## src/rtl/demux_dispatch_ctrl.sv

```systemverilog
// Sequencer for the 1-to-3 data demux: registers upstream words with a lane select,
// assigning WORDS_PER_LANE-word blocks to lanes 0,1,2 for cfg_groups rounds.
module demux_dispatch_ctrl #(
   parameter int DATA_W         = 64,
   parameter int WORDS_PER_LANE = 9
) (
   input  logic              clk,
   input  logic              rst_n,
   input  logic              start,
   input  logic [7:0]        cfg_groups,
   input  logic              in_valid,
   input  logic [DATA_W-1:0] in_data,
   output logic              in_ready,
   input  logic [2:0]        lane_ready,
   output logic [DATA_W-1:0] Data_out,
   output logic [1:0]        sel,
   output logic              out_valid,
   output logic              busy,
   output logic              done
);

   localparam int WC_W = (WORDS_PER_LANE > 1) ? $clog2(WORDS_PER_LANE) : 1;
   localparam logic [WC_W-1:0] WORD_LAST = WC_W'(WORDS_PER_LANE - 1);

   typedef enum logic [1:0] {IDLE, RUN, FLUSH, DONE} state_t;

   state_t          state, state_nxt;
   logic [WC_W-1:0] word_cnt;
   logic [1:0]      lane_cnt;
   logic [7:0]      group_cnt;
   logic [7:0]      groups_q;
   logic            sel_ready;
   logic            drain;
   logic            accept;
   logic            last_word;

   // sel==3 means no word is held, so nothing can drain
   always_comb begin
      sel_ready = 1'b0;
      case (sel)
         2'd0:    sel_ready = lane_ready[0];
         2'd1:    sel_ready = lane_ready[1];
         2'd2:    sel_ready = lane_ready[2];
         default: sel_ready = 1'b0;
      endcase
   end

   assign drain     = out_valid && sel_ready;
   assign accept    = in_valid && in_ready;
   assign last_word = (word_cnt == WORD_LAST) && (lane_cnt == 2'd2) &&
                      (group_cnt == groups_q - 8'd1);

   always_ff @(posedge clk) begin
      if (!rst_n) state <= IDLE;
      else        state <= state_nxt;
   end

   always_comb begin
      state_nxt = state;
      case (state)
         IDLE:  if (start) state_nxt = (cfg_groups == 8'd0) ? DONE : RUN;
         RUN:   if (accept && last_word) state_nxt = FLUSH;
         FLUSH: if (drain) state_nxt = DONE;
         DONE:  state_nxt = IDLE;
         default: state_nxt = IDLE;
      endcase
   end

   always_comb begin
      in_ready = (state == RUN) && (!out_valid || drain);
      busy     = (state == RUN) || (state == FLUSH);
      done     = (state == DONE);
   end

   always_ff @(posedge clk) begin
      if (!rst_n) begin
         word_cnt  <= '0;
         lane_cnt  <= '0;
         group_cnt <= '0;
         groups_q  <= '0;
      end else if (state == IDLE && start) begin
         word_cnt  <= '0;
         lane_cnt  <= '0;
         group_cnt <= '0;
         groups_q  <= cfg_groups;
      end else if (accept) begin
         if (word_cnt == WORD_LAST) begin
            word_cnt <= '0;
            if (lane_cnt == 2'd2) begin
               lane_cnt  <= '0;
               group_cnt <= group_cnt + 8'd1;
            end else begin
               lane_cnt <= lane_cnt + 2'd1;
            end
         end else begin
            word_cnt <= word_cnt + 1'b1;
         end
      end
   end

   // One-entry pipeline register; accept during drain replaces the word with no bubble
   always_ff @(posedge clk) begin
      if (!rst_n) begin
         Data_out  <= '0;
         sel       <= 2'd3;
         out_valid <= 1'b0;
      end else if (accept) begin
         Data_out  <= in_data;
         sel       <= lane_cnt;
         out_valid <= 1'b1;
      end else if (drain) begin
         sel       <= 2'd3;
         out_valid <= 1'b0;
      end
   end

endmodule

```

## config.mk

```make
export PLATFORM = sky130hd
export DESIGN_NAME = demux_dispatch_ctrl
export DESIGN_NICKNAME = d
export VERILOG_FILES = /design/src/rtl/demux_dispatch_ctrl.sv
export SDC_FILE = /design/constraint.sdc
export NUM_CORES = 1
export LEC_CHECK = 0
export CAP_MARGIN = 20
export CORE_MARGIN = 2
export CORE_UTILIZATION = 44
export CTS_CLUSTER_DIAMETER = 100
export DETAILED_ROUTE_END_ITERATION = 8
export HOLD_SLACK_MARGIN = 0.02
export PLACE_DENSITY = 0.8
export SLEW_MARGIN = 5
export SYNTH_ARGS = -nofsm -noshare
export SYNTH_HDL_FRONTEND = slang
export SYNTH_SLANG_ARGS = --single-unit
```

## constraint.sdc

```tcl
create_clock -name clk -period 2.3 [get_ports clk]
set_input_delay 0.46 -clock clk [delete_from_list [all_inputs] [get_ports clk]]
set_output_delay 0.46 -clock clk [all_outputs]
set_load 0.02 [all_outputs]
```

-- Yosys cells after proc, flatten, opt, wreduce, memory -nomap -nowiden
Index checks and enable logic that the tools add are counted.
- add/sub/neg operators: 4
- equality and inequality tests: 11
- muxes and demuxes: 11
- bitwise gates (word level): 1
- reduce and logical (&&, ||, !) cells: 18
- operator list (operator ; count):
    $mux 2 ; 6
    $add 8x1->8 const B ; 1
    $eq 2x2->1 const B ; 4
    $eq 8x8->1 ; 1
    $logic_not 8->1 ; 1
    $pmux 2 s4 ; 1
    $sub 8x1->8 const B ; 1
    $logic_and 1x1->1 ; 7
    $ne 2x2->1 const B ; 3
    $reduce_and 3->1 ; 2
    $add 4x1->4 const B ; 1
    $eq 2x1->1 const B ; 2
    $eq 4x4->1 const B ; 1
    $logic_not 2->1 ; 2
    $mux 4 ; 1
    $pmux 1 s3 ; 1
    $add 2x1->2 const B ; 1
    $logic_or 1x1->1 ; 2
    $mux 1 ; 2
    $reduce_and 2->1 ; 1
    $reduce_bool 2->1 ; 1
    $reduce_or 2->1 ; 1
    $logic_not 1->1 ; 1
    $not 1->1 ; 1
- register bits: 91
- input port bits: 79
- output and inout bits: 70
- word-level logic and storage cells: 53

-- Logic depth before layout (Yosys ltp)
- word-level depth: 9
- mapped depth: 10
- depth with buffers taken out: 8

-- Worst setup path before layout
OpenSTA, ideal clock, no wires.
- path kind: register to register
- start point: reg groups_q[0]
- end point: reg state[0]
- library setup time: 122 ps
- data arrival time: 1912 ps
- data required time: 2178 ps
- path slack: 267 ps
- cell stages (with the launch flop): 9
- path buffers: 0
- clock period less this slack: 2033 ps
- path through: dfxtp_1 -> inv_1 -> ha_1 -> o21ba_2 -> a221oi_1 -> a41oi_1 -> a2111oi_4 -> nor2_1 -> o311a_1
- longest elaborated chain between the ends: 6
- ends and longest elaborated chain (what ; line ; RTL):
    start: declaration ; 31 ; logic [7:0] groups_q;
    start signal: assignment ; 85 ; groups_q <= cfg_groups;
    $sub 8x1->8 ; 51 ; (group_cnt == groups_q - 8'd1);
    $eq 8x8->1 ; 51 ;
    $logic_and 1x1->1 ; 50 ; assign last_word = (word_cnt == WORD_LAST) && (lane_cnt == 2'd2) &&
    $logic_and 1x1->1 ; 62 ; RUN: if (accept && last_word) state_nxt = FLUSH;
    $ne 2x2->1 (no source line) ; - ;
    $reduce_and 3->1 (no source line) ; - ;
    end signal: assignment ; 55 ; else state <= state_nxt;
    end: declaration ; 27 ; state_t state, state_nxt;
Every way passes these cells.
A chain may end at the register's enable or synchronous reset.

-- Worst setup path after layout
- start point: reg state[0]
- end point: out busy
- longest elaborated chain between the ends: 2
- elaborated cells on any way between the ends: 3
- classes of those cells: eq/ne: 2; reduce/logical: 1
- ends and longest elaborated chain (what ; line ; RTL):
    $eq 2x1->1 / $eq 2x2->1 (equally long branches) ; 71 ; busy = (state == RUN) || (state == FLUSH);
    $logic_or 1x1->1 (*) ; 71 ;
    end: declaration ; 18 ; output logic busy,
Mark *: on every way between the ends. The rest lies on a longest branch, timed or not.

==> impl_metrics.toml <==
[placed_design]
placed_area_sq_um = 5648
placed_cells = 717
dp_hpwl_um = 7503
port_buffers = 148
place.gp.congestion = 0.7974

[setup_path]
start_kind = "flip-flop"
reg2reg_from = "groups_q[1]$_SDFFE_PN0P_"
endpoint = "busy"
r2r_cells = 9
rr_endpoint = "state[1]$_SDFFE_PN0P_"
rrSetupSlack_ps = 180
cp-startpoint = "state[0]$_SDFFE_PN0P_"
arrival_ps = 1740
crit_type = "flip-flop to output port"
worstSetupEndpointType = "output port"
cp_max_fo = 4
worst-endpoint-required_ps = 1840

[yosys]
syn_avg_cell_area_sq_um = 8.444
yosysTopAreaCellShare_pct = 45.90
seq_area_frac_synth_pct = 45.90
netlist_area_sq_um = 3969
ys_ff_latch = 91
synth.most_common_cell = "nand2_1"
synthFlopType = "dfxtp_1"
yosys-top-cells-area = "dfxtp_1, nand2_1, a21boi_0"
yosys.area.top_type = "dfxtp_1"
synthCells = 470
yosysUniqueCellTypes = 48
syn_nets = 558
yosysWarnings = 0
synth_edf_count = 0
synthArstFlopShare_pct = 0
synth.top_cells.by_count = "nand2_1, dfxtp_1, a21boi_0"

[drt]
wl_um = 10170
drt_first_pass_iters = 4
avgRoutedWirePerCell_um = 13.88
vias = 3674
viasPerCell = 5.012
drt_iter0_drc = 151
drc_errors = 0
final_antenna_net_count = 0

[power]
cellLeakagePower_nw = 2.088
cellPowerDensity_nw_per_um2 = 791.7
vdd_ir_drop_max_v = 0.0004341

[min_path]
hold_class = "flip-flop to flip-flop"

[job]
max_cap_violations = 0

[finish]
multi_input_area_sq_um = 2006
final_util_pct = 67.07
final_area_sq_um = 5849
nets = 708
area_growth_pct = 47.38
diodes = 0
final_cell_count_no_fill = 733
fillers = 736
drive_gt1_share_pct = 7.520
seq_area_sq_um = 1823

[sta]
hold_viol = 0
skew_ps = 13.19
final-max-slew-violation-count = 0
layout_min_cycle_time_ps = 2195
finalCritPeriodShare_pct = 95.44
fmax_mhz = 455.6
slew_headroom_pct = 67.39
worst_slew_pin_slew_ps = 488.0
whs_ps = 464.6
rsz0062_at_grt = "false"
finalSetupViolations = 0

[cts]
clock_sinks = 91
cts_tree = "built"
cts.path.max_buffers = 2
cts_buffers = 9
cts_hold_buf = 0
clkTransAtPathRegs_ps = 90
postCtsSetupBuffers = 0
htree_levels = 3
clock_latency_ps = 340
root_buffer = "clkbuf_8"

[global_route]
grt_pass1_vias = 3507
track_usage_pct = 20.13
grt_pass1_wl_um = 16370
overflow = 0
grt_max_degree = 53
antenna_found_initial = 0

[floorplan]
rows = 34
fp.coreArea_sq_um = 8721
die-area_sq_um = 9796
io-pin-count = 149
fp.dieW_um = 98.98
dieHeight_um = 98.98
start_util_pct = 45.51

[run_status]
status = "finished, final reports clean"
sequential cells by signal, summed over array words and instances, names as in the netlist:
signal,count
out_valid,1
Data_out,64
lane_cnt,2
group_cnt,8
word_cnt,4
state,2
sel,2
groups_q,8
layout by cell type, fill, tap and decap left out, drive strengths merged, types with 2 or more instances in the layout:
master	count
or3	2
clkdlybuf4s50	146
clkinv	2
nand4	4
a21boi	73
xor2	9
o211ai	2
and3	2
o21bai	2
ha	9
buf	21
mux2	2
o21ai	9
mux2i	2
or4	4
inv	10
nor2	18
a21oi	8
nand3	10
clkbuf	12
nor3	2
and2	4
dfxtp	91
nand2	149
nor2b	2
nand2b	2
nor3b	2
xnor2	6
o311a	2
cell families after synthesis:
family / Yosys count / share of synthesized area [%]
xor+xnor: 15 / 3.310
mux: 4 / 1.166
simple gates: 205 / 22.07
flops: 91 / 45.90
fa+ha+maj: 9 / 2.837
buf+inv: 38 / 3.846
compound gates: 108 / 20.87
report_power, final:
group	internal, W	switching, W	total (W)
clock	0.000537	0.000549	0.00109
combinational	0.000763	0.000865	0.00163
sequential	0.00178	0.000141	0.00192
critical path: stages, from the launching register on:
cell             delay, ps
dfxtp_1                400
inv_1                  100
ha_1                   300
clkdlybuf4s50_1        610
worst min path at each step:
stage	cells past startpoint	to	slack [ps]	start
final	2	Data_out[44]$_SDFFE_PN0P_	460	Data_out[44]$_SDFFE_PN0P_
after global routing	2	Data_out[0]$_SDFFE_PN0P_	480	Data_out[0]$_SDFFE_PN0P_
after CTS	2	Data_out[41]$_SDFFE_PN0P_	470	Data_out[41]$_SDFFE_PN0P_
after detailed placement	2	Data_out[6]$_SDFFE_PN0P_	460	Data_out[6]$_SDFFE_PN0P_
after global placement	2	Data_out[1]$_SDFFE_PN0P_	450	Data_out[1]$_SDFFE_PN0P_
after floorplan	1	word_cnt[3]$_SDFFE_PP0P_	450	word_cnt[3]$_SDFFE_PP0P_
timing repair:
| action | 4_1_cts | 5_1_grt |
|---|---|---|
| cloned | 0 | 0 |
| endpoints found under the setup margin | 1 | 3 |
| resized for setup | 1 | 4 |
routing by layer:
metal / global-route usage [%] / part of all wire, %
met1: 25.57 / 44
met5: 0 / 0
met2: 34.93 / 49
met4: 5.479 / 1.1
met3: 3.901 / 6.3
final cells by class:
type	count	share of cell area, %
clock buffers	11	2.417
clock inverters	5	1.027
inverters	9	0.5775
multi-input cells	341	34.29
flip-flops and latches	91	31.17
well taps	108	2.310
repair buffers	168	28.21
metrics by stage:
step	setup WS [ps]	total power, W	setup TNS [ps]
after floorplan	266.7	0.002855	0
after global placement	-176.7	0.003543	-881.0
after detailed placement	-211.0	0.003597	-4471
after CTS	51.03	0.004685	0
after global routing	14.01	0.004921	0
final	104.9	0.004631	0
Note: power is estimated with default switching activity, not from simulation.
==> patch 1, RTL diff (same settings) <==
Encoding of `state_t`: now one-hot (4 bits for 4 states).
--- a/src/rtl/demux_dispatch_ctrl.sv
+++ b/src/rtl/demux_dispatch_ctrl.sv
@@ -22,7 +22,7 @@
    localparam int WC_W = (WORDS_PER_LANE > 1) ? $clog2(WORDS_PER_LANE) : 1;
    localparam logic [WC_W-1:0] WORD_LAST = WC_W'(WORDS_PER_LANE - 1);
 
-   typedef enum logic [1:0] {IDLE, RUN, FLUSH, DONE} state_t;
+   typedef enum logic [3:0] {IDLE = 4'b0001, RUN = 4'b0010, FLUSH = 4'b0100, DONE = 4'b1000} state_t;
 
    state_t          state, state_nxt;
    logic [WC_W-1:0] word_cnt;
Formal check against the unedited RTL: no difference found for any inputs over 10 cycles, from zero or initial values and one cycle with rst_n low; not proved beyond that.
==> patch 1 against the unedited design <==
Sequential cell count increased by 2; cell area decreased by 3.0%; synthesized cell count increased by 1.9%; wire length increased by 3.0%; final cell count decreased by 0.14%; sequential share of layout area increased by 1.7 points; synthesized area decreased by 3.8%; global-route usage increased by 2.8 points; worst setup slack improved by 0.030 ns; highest routed layer unchanged; critical endpoint is now in_ready.
Power is not compared: it rests on default switching activity, and its combinational part moved more than twofold at a synthesized area within 25%.
==> patch 1: results (changes against the unedited design) <==
| Metric | Value |
|---|---|
| Post-CTS resize count | `2 (+1)` |
| Worst-Skew Late Latency | `0.36 ns (+0.02 ns)` |
| Metal-1 WL | `4260 µm (-4.3%)` |
| Met2 Routed Length | `5130 µm (+3.6%)` |
| Max FO, Critical Path | `2 (-2)` |
| Synthesized Nets | `562 (+0.72%)` |
| Worst rel slew slack | `52.1% (-15 points)` |
| Met1 usage | `26.5% (+0.96 points)` |
| Place WS | `-0.0993 ns (+0.112 ns)` |
| Met2 Resource Use GR | `38.8% (+3.9 points)` |
| Yosys cell types | `47 (-2.1%)` |
| Routability cong. | `0.796 (-0.21%)` |
| Fraction of layout cells with a size suffix above 1 | `6.38% (-1.1 points)` |
| Synth cell count leaders | `151 x nand2_1, 93 x dfxtp_1, 89 x a21oi_1, 16 x nand3_1, 14 x clkbuf_1` |
| Max-cap viol count | `0 (unchanged)` |
| Worst Skew | `0.00890 ns (-0.00429 ns)` |
| WL final | `10500 µm (+3.0%)` |
| Vias in the first global route | `3771 (+7.5%)` |
| Largest cells by area after synthesis | `dfxtp_1 49%, nand2_1 15%, a21oi_1 12%` |
| Drt pass-1 iters | `4 (unchanged)` |
| Via-to-Cell Ratio | `5.14 (+2.6%)` |
| GRT Util Overall | `22.9% (+2.8 points)` |
| Final nets | `706 (-0.28%)` |
| Cell Area, Placed | `5470 µm² (-3.1%)` |
| First-pass GRT wire length | `17900 µm (+9.6%)` |
| Status | `completed` |
| Seq/Total Area, Yosys | `48.8% (+2.9 points)` |
| Endpoint arrival time on the critical path | `1.70 ns (-0.04 ns)` |
| Largest net degree at the start of global routing | `66 (+25%)` |
| Post-DP HPWL | `7540 µm (+0.42%)` |
| VDD IR max | `a little over 0.0003 V` |
| CTS Buffer Depth | `2 (unchanged)` |
| Met3 Track Usage GR | `7.99% (+4.1 points)` |
| DRT iter0 DRCs | `135 (-11%)` |
| Met3 wire length | `819 µm (+27%)` |
[patch 1: changes by cell type in the layout (fill, tap and decap cells not counted), moves of 5 or more]
cell | unedited run | this run
buf_4 | 17 | 11
nor2_1 | 18 | 11
nand3_1 | 10 | 16
a21oi_1 | 8 | 89
ha_1 | 9 | 4
a21boi_0 | 73 | 0
[patch 1: cell families after synthesis]
group | count (synthesis) | share of synthesized area, %
mux | 2 | 0.557
xor+xnor | 14 | 3.21
flops | 93 | 48.8
compound gates | 113 | 16.3
simple gates | 214 | 25.3
fa+ha+maj | 4 | 1.31
buf+inv | 39 | 4.55
[patch 1: area by class of cell]
class	instances	area (µm²)
multi-input cells	347	1780
flip-flops and latches	93	1860
fillers	695	2630
inverters	8	30.0
repair buffers	164	1670
clock inverters	3	45.0
well taps	105	131
clock buffers	12	155
[patch 1: path summary, 6_finish.rpt]
path | cells past startpoint | slack (ns) | endpoint | start
worst min register to register | 2 | 0.46 | Data_out[1] | Data_out[1]
worst max-delay path | 4 | 0.14 | in_ready | lane_ready[0]
worst max register to register | 7 | 0.24 | group_cnt[5] | word_cnt[0]
worst min-delay path | 2 | 0.46 | Data_out[1] | Data_out[1]
[patch 1: power breakdown]
group | total, W | switching, W | internal [W]
Combinational | 0.000391 | 0.000168 | 0.000223
Sequential | 0.00166 | 0.0000263 | 0.00164
Clock | 0.00111 | 0.000554 | 0.000557
[patch 1: per-stage QoR]
step | TNS [ns] | utilization [%] | cells
final | 0 | 68.4 | 732
after detailed placement | -1.64 | 65.9 | 717
after global placement | -0.318 | 65.9 | 717
after floorplan | 0 | - | 479
after global routing | 0 | 68.4 | 732
after CTS | 0 | 68.3 | 732
[patch 1: critical path, cell delays in order]
cell and delay (ns):
clkdlybuf4s50_1 0.40, mux2_2 0.27, o221a_2 0.25, dlygate4sd2_1 0.32
==> patch 2, RTL diff (config.mk and constraints unchanged) <==
Made on the original files. Change the parameter `DATA_W` from 64 to 32.
--- a/src/rtl/demux_dispatch_ctrl.sv
+++ b/src/rtl/demux_dispatch_ctrl.sv
@@ -1,7 +1,7 @@
 // Sequencer for the 1-to-3 data demux: registers upstream words with a lane select,
 // assigning WORDS_PER_LANE-word blocks to lanes 0,1,2 for cfg_groups rounds.
 module demux_dispatch_ctrl #(
-   parameter int DATA_W         = 64,
+   parameter int DATA_W         = 32,
    parameter int WORDS_PER_LANE = 9
 ) (
    input  logic              clk,
Interface: changed (resized Data_out and in_data); port bits go from 149 to 85. No check against the original RTL was run, so the function may have changed too.
==> patch 2 against the unedited design <==
Total power down 31%; largest cell class unchanged; critical path depth unchanged; cell area down 32%; synthesized area down 31%; wire length down 35%; core utilization down 1.1 points; worst setup slack better by 0.010 ns; sequential cell count down 32.
==> patch 2: results (changes against the unedited design) <==
| Metric | Value |
|---|---|
| Post-DP HPWL | `4860 µm (-35%)` |
| HP Class | `reg -> reg` |
| Met3 Track Usage GR | `6.66% (+2.8 points)` |
| Routability cong. | `0.798 (about the same)` |
| WL/cell | `13.1 µm (-5.9%)` |
| Worst-Skew Late Latency | `0.34 ns (about the same)` |
| Worst-path clk slew | `0.07 ns (-0.02 ns)` |
| Synth Area per Inst | `8.25 µm² (-2.3%)` |
| Placed insts | `492 (-31%)` |
| DRT iter0 DRCs | `79 (-48%)` |
| Pleak | `1.47 nW (-30%)` |
| Status | `completed` |
| Synthesized Nets | `389 (-30%)` |
| VDD IR max | `0.000562 V (+29%)` |
| # fillers | `499 (-32%)` |
| Ant diodes | `0 (unchanged)` |
| CTS Buffer Depth | `2 (unchanged)` |
| H-Tree Depth | `3 (unchanged)` |
| Root Buffer | `clkbuf_8` |
| Largest registers | `Data_out: 32 flops, group_cnt: 8 flops, groups_q: 8 flops` |
| WL final | `6650 µm (-35%)` |
| Largest cells by area after synthesis | `dfxtp_1 43%, nand2_1 13%, a21boi_0 11%` |
| Seq/Total Area, Yosys | `43.0% (-2.9 points)` |
| Met1 usage | `21.4% (-4.2 points)` |
| Met2 Resource Use GR | `33.7% (-1.3 points)` |
| Initial antenna violation count | `0 (unchanged)` |
| Synth cell count leaders | `95 x nand2_1, 59 x dfxtp_1, 40 x a21boi_0, 14 x nor2_1, 13 x clkbuf_1` |
| Int Pwr | `0.00213 W (-31%)` |
| Yosys cell types | `38 (-21%)` |
| Largest net degree at the start of global routing | `31 (-42%)` |
| Via-to-Cell Ratio | `5.10 (+1.8%)` |
| GRT Util Overall | `19.6% (-0.57 points)` |
| First-pass GRT wire length | `11100 µm (-32%)` |
| Worst Skew | `0.00597 ns (-0.00723 ns)` |
| CTS Buf Count | `9 (unchanged)` |
| Worst Tran Pin Value | `0.617 ns (+0.129 ns)` |
| Drt pass-1 iters | `4 (unchanged)` |
| Power per cell area | `803 nW/µm² (+1.4%)` |
| Port Buf Inserts | `84 (-43%)` |
| Fraction of layout cells with a size suffix above 1 | `8.99% (+1.5 points)` |
| Max FO, Critical Path | `4 (unchanged)` |
| Vias in the first global route | `2531 (-28%)` |
patch 2: path summary, 6_finish.rpt:
path                                   start           end  slack, ns  cells after the start
worst max-delay path                state[0]          busy       0.11                      3
worst min-delay path            Data_out[23]  Data_out[23]       0.46                      2
worst max register to register      state[1]   word_cnt[2]       0.17                      9
worst min register to register  Data_out[23]  Data_out[23]       0.46                      2
patch 2: final cells by class:
| cell class | instances | area share (%) |
|---|---|---|
| multi-input combinational | 250 | 37.5 |
| inverter | 7 | 0.665 |
| timing repair buffer | 102 | 24.6 |
| sequential | 59 | 29.9 |
| tap | 75 | 2.37 |
| clock inverter | 7 | 1.93 |
| clock buffer | 9 | 3.13 |
patch 2: layer usage:
metal	vias to the layer above	wire length (µm)	part of all wire (%)
met1	1199	2710	41
met2	69	3390	51
met3	11	425	6.4
met4	0	125	1.9
li1	1319	-	-
met5	-	0	0
patch 2: power by group through the flow:
stage / logic [W] / registers, W / clock network, W
after floorplan: 0.000482 / 0.00133 / 0
after global placement: 0.000998 / 0.00124 / 0
after detailed placement: 0.00101 / 0.00125 / 0
after CTS: 0.00102 / 0.00123 / 0.000958
after global routing: 0.00111 / 0.00124 / 0.00100
final: 0.00102 / 0.00123 / 0.000933
patch 2: cells by family after synthesis:
| logic type | after synthesis | synth area share, % |
|---|---|---|
| xor gates and xnor gates | 16 | 5.10 |
| buffers and inverters | 24 | 3.46 |
| DFF | 59 | 43.0 |
| AOI/OAI and AO/OA | 67 | 18.0 |
| muxes | 5 | 1.87 |
| and+or+nand+nor | 153 | 24.5 |
| adders and majority gates | 9 | 4.10 |
patch 2: per-stage QoR:
step	TNS (ns)	cell area, µm²	util [%]	hold slack (ns)	setup slack [ns]
3_5_place_dp	-1.33	3750	62.6	0.456	-0.213
5_1_grt	0	3950	66.0	0.486	0.00630
3_3_place_gp	-0.662	3750	62.6	0.449	-0.193
2_1_floorplan	0	2750	-	0.451	0.347
4_1_cts	0	3950	65.9	0.465	0.0170
6_report	0	3950	66.0	0.462	0.115
patch 2: critical path, cell delays in order (launching register included):
cell and delay [ns]:
dfxtp_1 0.39, inv_1 0.10, ha_1 0.30, clkdlybuf4s50_1 0.60
patch 2: timing repair:
item | in CTS | in global routing
endpoints found under the setup margin | 1 | 1
setup buffers | 0 | 1
gates resized for setup | 1 | 2
